[config.mk]
export PLATFORM = sky130hd
export DESIGN_NAME = l0_skew_feeder
export DESIGN_NICKNAME = d
export VERILOG_FILES = /design/src/rtl/l0_skew_feeder.sv
export SDC_FILE = /design/constraint.sdc
export NUM_CORES = 2
export LEC_CHECK = 0
export ABC_AREA = 1
export BUFFER_PORTS_ARGS = -buffer_cell sky130_fd_sc_hd__buf_2
export CORE_MARGIN = 3
export CORE_UTILIZATION = 42
export CTS_BUF_LIST = sky130_fd_sc_hd__clkbuf_4
export DETAILED_ROUTE_END_ITERATION = 10
export PLACE_DENSITY = 0.67
export SLEW_MARGIN = 10
export SYNTH_ARGS = -nofsm -noshare
export SYNTH_HDL_FRONTEND = slang
export SYNTH_SLANG_ARGS = --single-unit
export TNS_END_PERCENT = 5
[constraint.sdc]
create_clock -name i_clk -period 5.97 [get_ports i_clk]
set_input_delay 1.194 -clock i_clk [delete_from_list [all_inputs] [get_ports i_clk]]
set_output_delay 1.194 -clock i_clk [all_outputs]
set_load 0.02 [all_outputs]
[src/rtl/l0_skew_feeder.sv]
// rtl/l0_skew_feeder.sv - West-edge MAC-array feeder: buffered row vectors issued per lane with diagonal skew.
// Optional diagonal skew is enabled by defining FEEDER_SKEW_EN; otherwise all lanes issue together.
module l0_skew_feeder #(
    parameter int row   = 8,
    parameter int bw    = 4,
    parameter int depth = 64
) (
    input  logic                      i_clk,
    input  logic                      i_rst_n,
    input  logic                      i_wr,
    input  logic [row*bw-1:0]         i_in,
    output logic                      o_full,
    input  logic                      i_start_load,
    input  logic                      i_start_exec,
    input  logic [$clog2(depth):0]    i_len,
    output logic [row*bw-1:0]         o_out,
    output logic [row*2-1:0]          o_inst_w,
    output logic                      o_busy,
    output logic                      o_done,
    output logic                      o_err
);
    localparam int PW = $clog2(depth) + 1;
    localparam int AW = PW - 1;
    localparam int TW = $clog2(depth + row) + 2;
`ifdef FEEDER_SKEW_EN
    localparam int NRP = row;
`else
    localparam int NRP = 1;
`endif

    typedef enum logic [1:0] {ST_IDLE, ST_RUN, ST_DRAIN} state_t;

    state_t              r_state;
    state_t              w_state_nx;
    logic [row*bw-1:0]   r_mem [depth];
    logic [PW-1:0]       r_wp;
    logic [PW-1:0]       r_rp [NRP];
    logic [PW-1:0]       r_len;
    logic [1:0]          r_code;
    logic [TW-1:0]       r_tick;
    logic [row*bw-1:0]   r_out;
    logic [row*2-1:0]    r_inst;
    logic                r_full;
    logic                r_done;
    logic                r_err;

    logic                w_push;
    logic                w_accept;
    logic                w_reject;
    logic                w_active;
    logic [TW-1:0]       w_t;
    logic [PW-1:0]       w_len_eff;
    logic [TW-1:0]       w_len_t;
    logic [1:0]          w_code;
    logic [PW-1:0]       w_occ0;
    logic [PW-1:0]       w_wp_nx;
    logic [PW-1:0]       w_rpl_nx;
    logic [TW-1:0]       w_done_t;
    logic [row-1:0]      w_issue;
    logic [AW-1:0]       w_rd_addr [row];

    assign w_push  = i_wr && !r_full;
    assign w_occ0  = r_wp - r_rp[0];
    assign w_len_t = TW'(w_len_eff);

    always_comb begin
        w_state_nx = r_state;
        w_accept   = 1'b0;
        w_reject   = 1'b0;
        w_t        = r_tick;
        w_len_eff  = r_len;
        w_code     = r_code;
        case (r_state)
            ST_IDLE: begin
                w_t = '0;
                if (i_start_load || i_start_exec) begin
                    if ((i_start_load ^ i_start_exec) && (i_len != '0) &&
                        (i_len <= PW'(depth)) && (w_occ0 >= i_len)) begin
                        w_accept   = 1'b1;
                        w_state_nx = ST_RUN;
                        w_len_eff  = i_len;
                        w_code     = i_start_exec ? 2'b10 : 2'b01;
                    end else begin
                        w_reject = 1'b1;
                    end
                end
            end
`ifdef FEEDER_SKEW_EN
            ST_RUN: begin
                if (r_tick == TW'(r_len)) w_state_nx = ST_DRAIN;
            end
            ST_DRAIN: begin
                if (r_tick == TW'(r_len) + TW'(row)) w_state_nx = ST_IDLE;
            end
`else
            ST_RUN: begin
                if (r_tick == TW'(r_len) + TW'(1)) w_state_nx = ST_IDLE;
            end
`endif
            default: w_state_nx = ST_IDLE;
        endcase
        w_active = w_accept || (r_state != ST_IDLE);
    end

    // w_t indexes the output cycle being loaded at this edge: 0 on the accept edge.
    always_comb begin
        w_issue = '0;
        for (int r = 0; r < row; r++) begin
`ifdef FEEDER_SKEW_EN
            w_issue[r]   = w_active && (w_t >= TW'(r)) && (w_t < TW'(r) + w_len_t);
            w_rd_addr[r] = r_rp[r][AW-1:0];
`else
            w_issue[r]   = w_active && (w_t < w_len_t);
            w_rd_addr[r] = r_rp[0][AW-1:0];
`endif
        end
    end

`ifdef FEEDER_SKEW_EN
    assign w_done_t = TW'(r_len) + TW'(row - 1);
`else
    assign w_done_t = TW'(r_len);
`endif

    assign w_wp_nx  = r_wp + PW'(w_push);
    assign w_rpl_nx = r_rp[NRP-1] + PW'(w_issue[NRP-1]);

    always_ff @(posedge i_clk) begin
        if (w_push) r_mem[r_wp[AW-1:0]] <= i_in;
    end

    always_ff @(posedge i_clk or negedge i_rst_n) begin
        if (!i_rst_n) begin
            r_state <= ST_IDLE;
            r_wp    <= '0;
            for (int i = 0; i < NRP; i++) r_rp[i] <= '0;
            r_len   <= '0;
            r_code  <= 2'b00;
            r_tick  <= '0;
            r_out   <= '0;
            r_inst  <= '0;
            r_full  <= 1'b0;
            r_done  <= 1'b0;
            r_err   <= 1'b0;
        end else begin
            r_state <= w_state_nx;
            r_wp    <= w_wp_nx;
            for (int i = 0; i < NRP; i++) begin
                if (w_issue[i]) r_rp[i] <= r_rp[i] + 1'b1;
            end
            r_len   <= w_len_eff;
            r_code  <= w_code;
            r_tick  <= w_active ? w_t + 1'b1 : '0;
            for (int r = 0; r < row; r++) begin
                if (w_issue[r]) begin
                    r_out[r*bw +: bw] <= r_mem[w_rd_addr[r]][r*bw +: bw];
                    r_inst[r*2 +: 2]  <= w_code;
                end else begin
                    r_out[r*bw +: bw] <= '0;
                    r_inst[r*2 +: 2]  <= 2'b00;
                end
            end
            r_full  <= ((w_wp_nx - w_rpl_nx) == PW'(depth));
            r_done  <= (r_state != ST_IDLE) && (r_tick == w_done_t);
            r_err   <= w_reject;
        end
    end

    assign o_full   = r_full;
    assign o_out    = r_out;
    assign o_inst_w = r_inst;
    assign o_busy   = (r_state != ST_IDLE);
    assign o_done   = r_done;
    assign o_err    = r_err;

endmodule

==> results_dict.tcl <==
set metrics [dict create \
    dieHeight_um 456 \
    drt_iter0_markers 7180 \
    routed_wl_um 249000 \
    grt_usage 0.233 \
    synth-seq-cells 2118 \
    cp.arrival_ps 6700 \
    endpoint_kind "flip-flop" \
    cpMaxStageDelayCell "dfrtp_4" \
    finalSetupTns_ps 0 \
    grt_first_pass_wirelength_um 364000 \
    cts_buffer_depth 4 \
    clock_sinks 2118 \
    cpPeakStageDelay_ps 480 \
    post-place-ws_ps 336 \
    yosys.area.top_type "edfxtp_1" \
    synthCells 6882 \
    synth_cell_types 36 \
    grt_pass1_vias 56424 \
    dieWidth_um 456 \
    fin_area_um2 95400 \
    layout_commonest_cell "nand2_1" \
    hp-class "in2reg" \
    slew_headroom 0.143 \
    required_ps 7180 \
    fp.coreArea_um2 201000 \
    syn_area_um2 85200 \
    critPathLaunchType "flip-flop" \
    status "finished, final reports clean" \
    vias_per_cell 5.65 \
    synth_top_area_frac 0.722 \
    hpwl_um 125000 \
    antenna_found_initial 8 \
    max_freq_ghz 0.182 \
    maxCapViolations 0 \
    cts-buffers-inserted 558 \
    finalCritPeriodShare 0.921 \
    period_needed_ps 5500 \
    crit_fanout 8 \
    p_per_area_nw_per_um2 475 \
    drive_above_1_share 0.156 \
    synth-seq-area-share 0.743 \
    whs_ps 278 \
    clock_latency_ps 1310 \
    gp_congestion 0.849 \
    crit_type "reg2reg" \
    synth_fp_nets 6962 \
    die_area_um2 208000 \
    cts_root_buffer "clkbuf_4" \
    cpMostUsedCell "nand2_1" \
    drc 0 \
    irDropWorstVdd_uv 477 \
    ys_top_cells_by_area "edfxtp_1, nand2_1, nand3_1" \
    finalNetCount 7332 \
    hold_viol_final 0 \
    grt_max_degree 190 \
    ios 96 \
    wire_per_inst_um 24.2 \
    fin_skew_ps 90.6 \
    layout_common_cells "nand2_1, edfxtp_1, nand3_1" \
    cts_setup_buffers 0 \
    maxSlewViolCount 0 \
    layout_setup_ws_ps 472 \
    num_rows 164 \
    initial_utilization 0.424 \
    tightest_slew_ps 1290 \
    postPlaceCellArea_um2 88700 \
    cts.clk_slew.worst_paths_ps 70 \
    syn_area_per_cell_um2 12.4 \
    setup_viol 0 \
    antenna_left 0 \
    grt_overflow 0 \
    placement.io_buffers 95 \
    syn2layout_area_growth_pct 12.0 \
    htreeDepth 6 \
    tritoncts "yes" \
    vias 58040 \
    p_leak_nw 34.5 \
    rsz0062_at_grt "no" \
    yosys_warnings 0 \
    drtPass1Iterations 7 \
]
-- where the power goes --
group / switching, mW / total (mW) / internal (mW)
sequential: 0.330 / 17.4 / 17.1
clock: 5.75 / 12.1 / 6.39
combinational: 11.6 / 15.8 / 4.23
-- logic make-up after synthesis --
logic type,count (synthesis),synth area share
simple gates,3694,0.184
xor+xnor,36,0.00370
compound gates,443,0.0323
buf+inv,555,0.0320
flops,2118,0.743
fa+ha+maj,36,0.00555
-- stage by stage --
step / instances / utilization / total power [mW]
floorplan: 6882 / - / 28.0
global placement: 9345 / 0.442 / 33.0
detailed placement: 9345 / 0.442 / 33.2
CTS: 10263 / 0.475 / 45.3
global route: 10274 / 0.475 / 47.7
finish: 10276 / 0.475 / 45.4
-- cell type report --
type | instances | area, um2
Timing Repair Buffer | 251 | 1950
Clock inverter | 106 | 542
Tap cell | 2656 | 3320
Sequential cell | 2118 | 63300
Antenna cell | 11 | 27.5
Fill cell | 17616 | 105000
Multi-Input combinational cell | 4209 | 19700
Timing Repair inverter | 1 | 7.51
Clock buffer | 811 | 6090
Inverter | 113 | 467
-- sequential cells by signal, summed over array words and instances, names as in the netlist --
| name | cells |
|---|---|
| o_done | 1 |
| o_err | 1 |
| o_full | 1 |
| o_inst_w | 2 |
| o_out | 32 |
| r_code | 2 |
| r_len | 7 |
| r_mem | 2048 |
| r_rp | 7 |
| r_state | 1 |
| r_tick | 9 |
| r_wp | 7 |
-- routing by layer --
| metal | track usage | vias up | wire [um] |
|---|---|---|---|
| met3 | 0.0527 | 567 | 26800 |
| met1 | 0.307 | 28404 | 94700 |
| li1 | - | 25633 | - |
| met2 | 0.368 | 3434 | 117000 |
| met5 | 0 | - | 7 |
| met4 | 0.105 | 2 | 10400 |
-- final timing paths --
kind,from,end,slack [ps],cells past startpoint
worst max-delay path,r_rp[0],o_full,470,29
worst min-delay path,i_start_exec,r_code[1],280,3
worst max register to register,r_rp[0],o_full,470,29
worst min register to register,r_wp[6],r_wp[6],500,1
max in group asynchronous,i_rst_n,r_rp[2],4170,3
min in group asynchronous,i_rst_n,o_out[23],560,2
-- what timing repair did --
item / 4_1_cts / 5_1_grt
gates resized for setup: 0 / 9
endpoints found under the setup margin: 0 / 1
hold endpoints to repair: 17 / 0
hold buffers: 1 / 0
-- cells in the mapped netlist, drive strengths merged --
library cell	number
a21oi	251
o21a	2
a21o	2
and2	1
or2	4
ha	33
nand2	2174
clkinv	3
xor2	23
nor4	3
a22o	51
fa	3
inv	110
o221ai	82
nor2	125
o21ai	50
nor3	14
xnor2	13
nand4	10
edfxtp	2048
nand3b	1
clkbuf	118
nand3	1362
dfrtp	70
buf	324
o211ai	5
-- critical path: cells and delay by family, from the launching register on --
kind	cells	cell delay, ps
AOI/OAI and AO/OA	9	1200
xor gates and xnor gates	2	310
adders and majority gates	6	1970
buffers and inverters	2	220
DFF	1	480
and+or+nand+nor	10	1230
(Power assumes the default switching activity.)
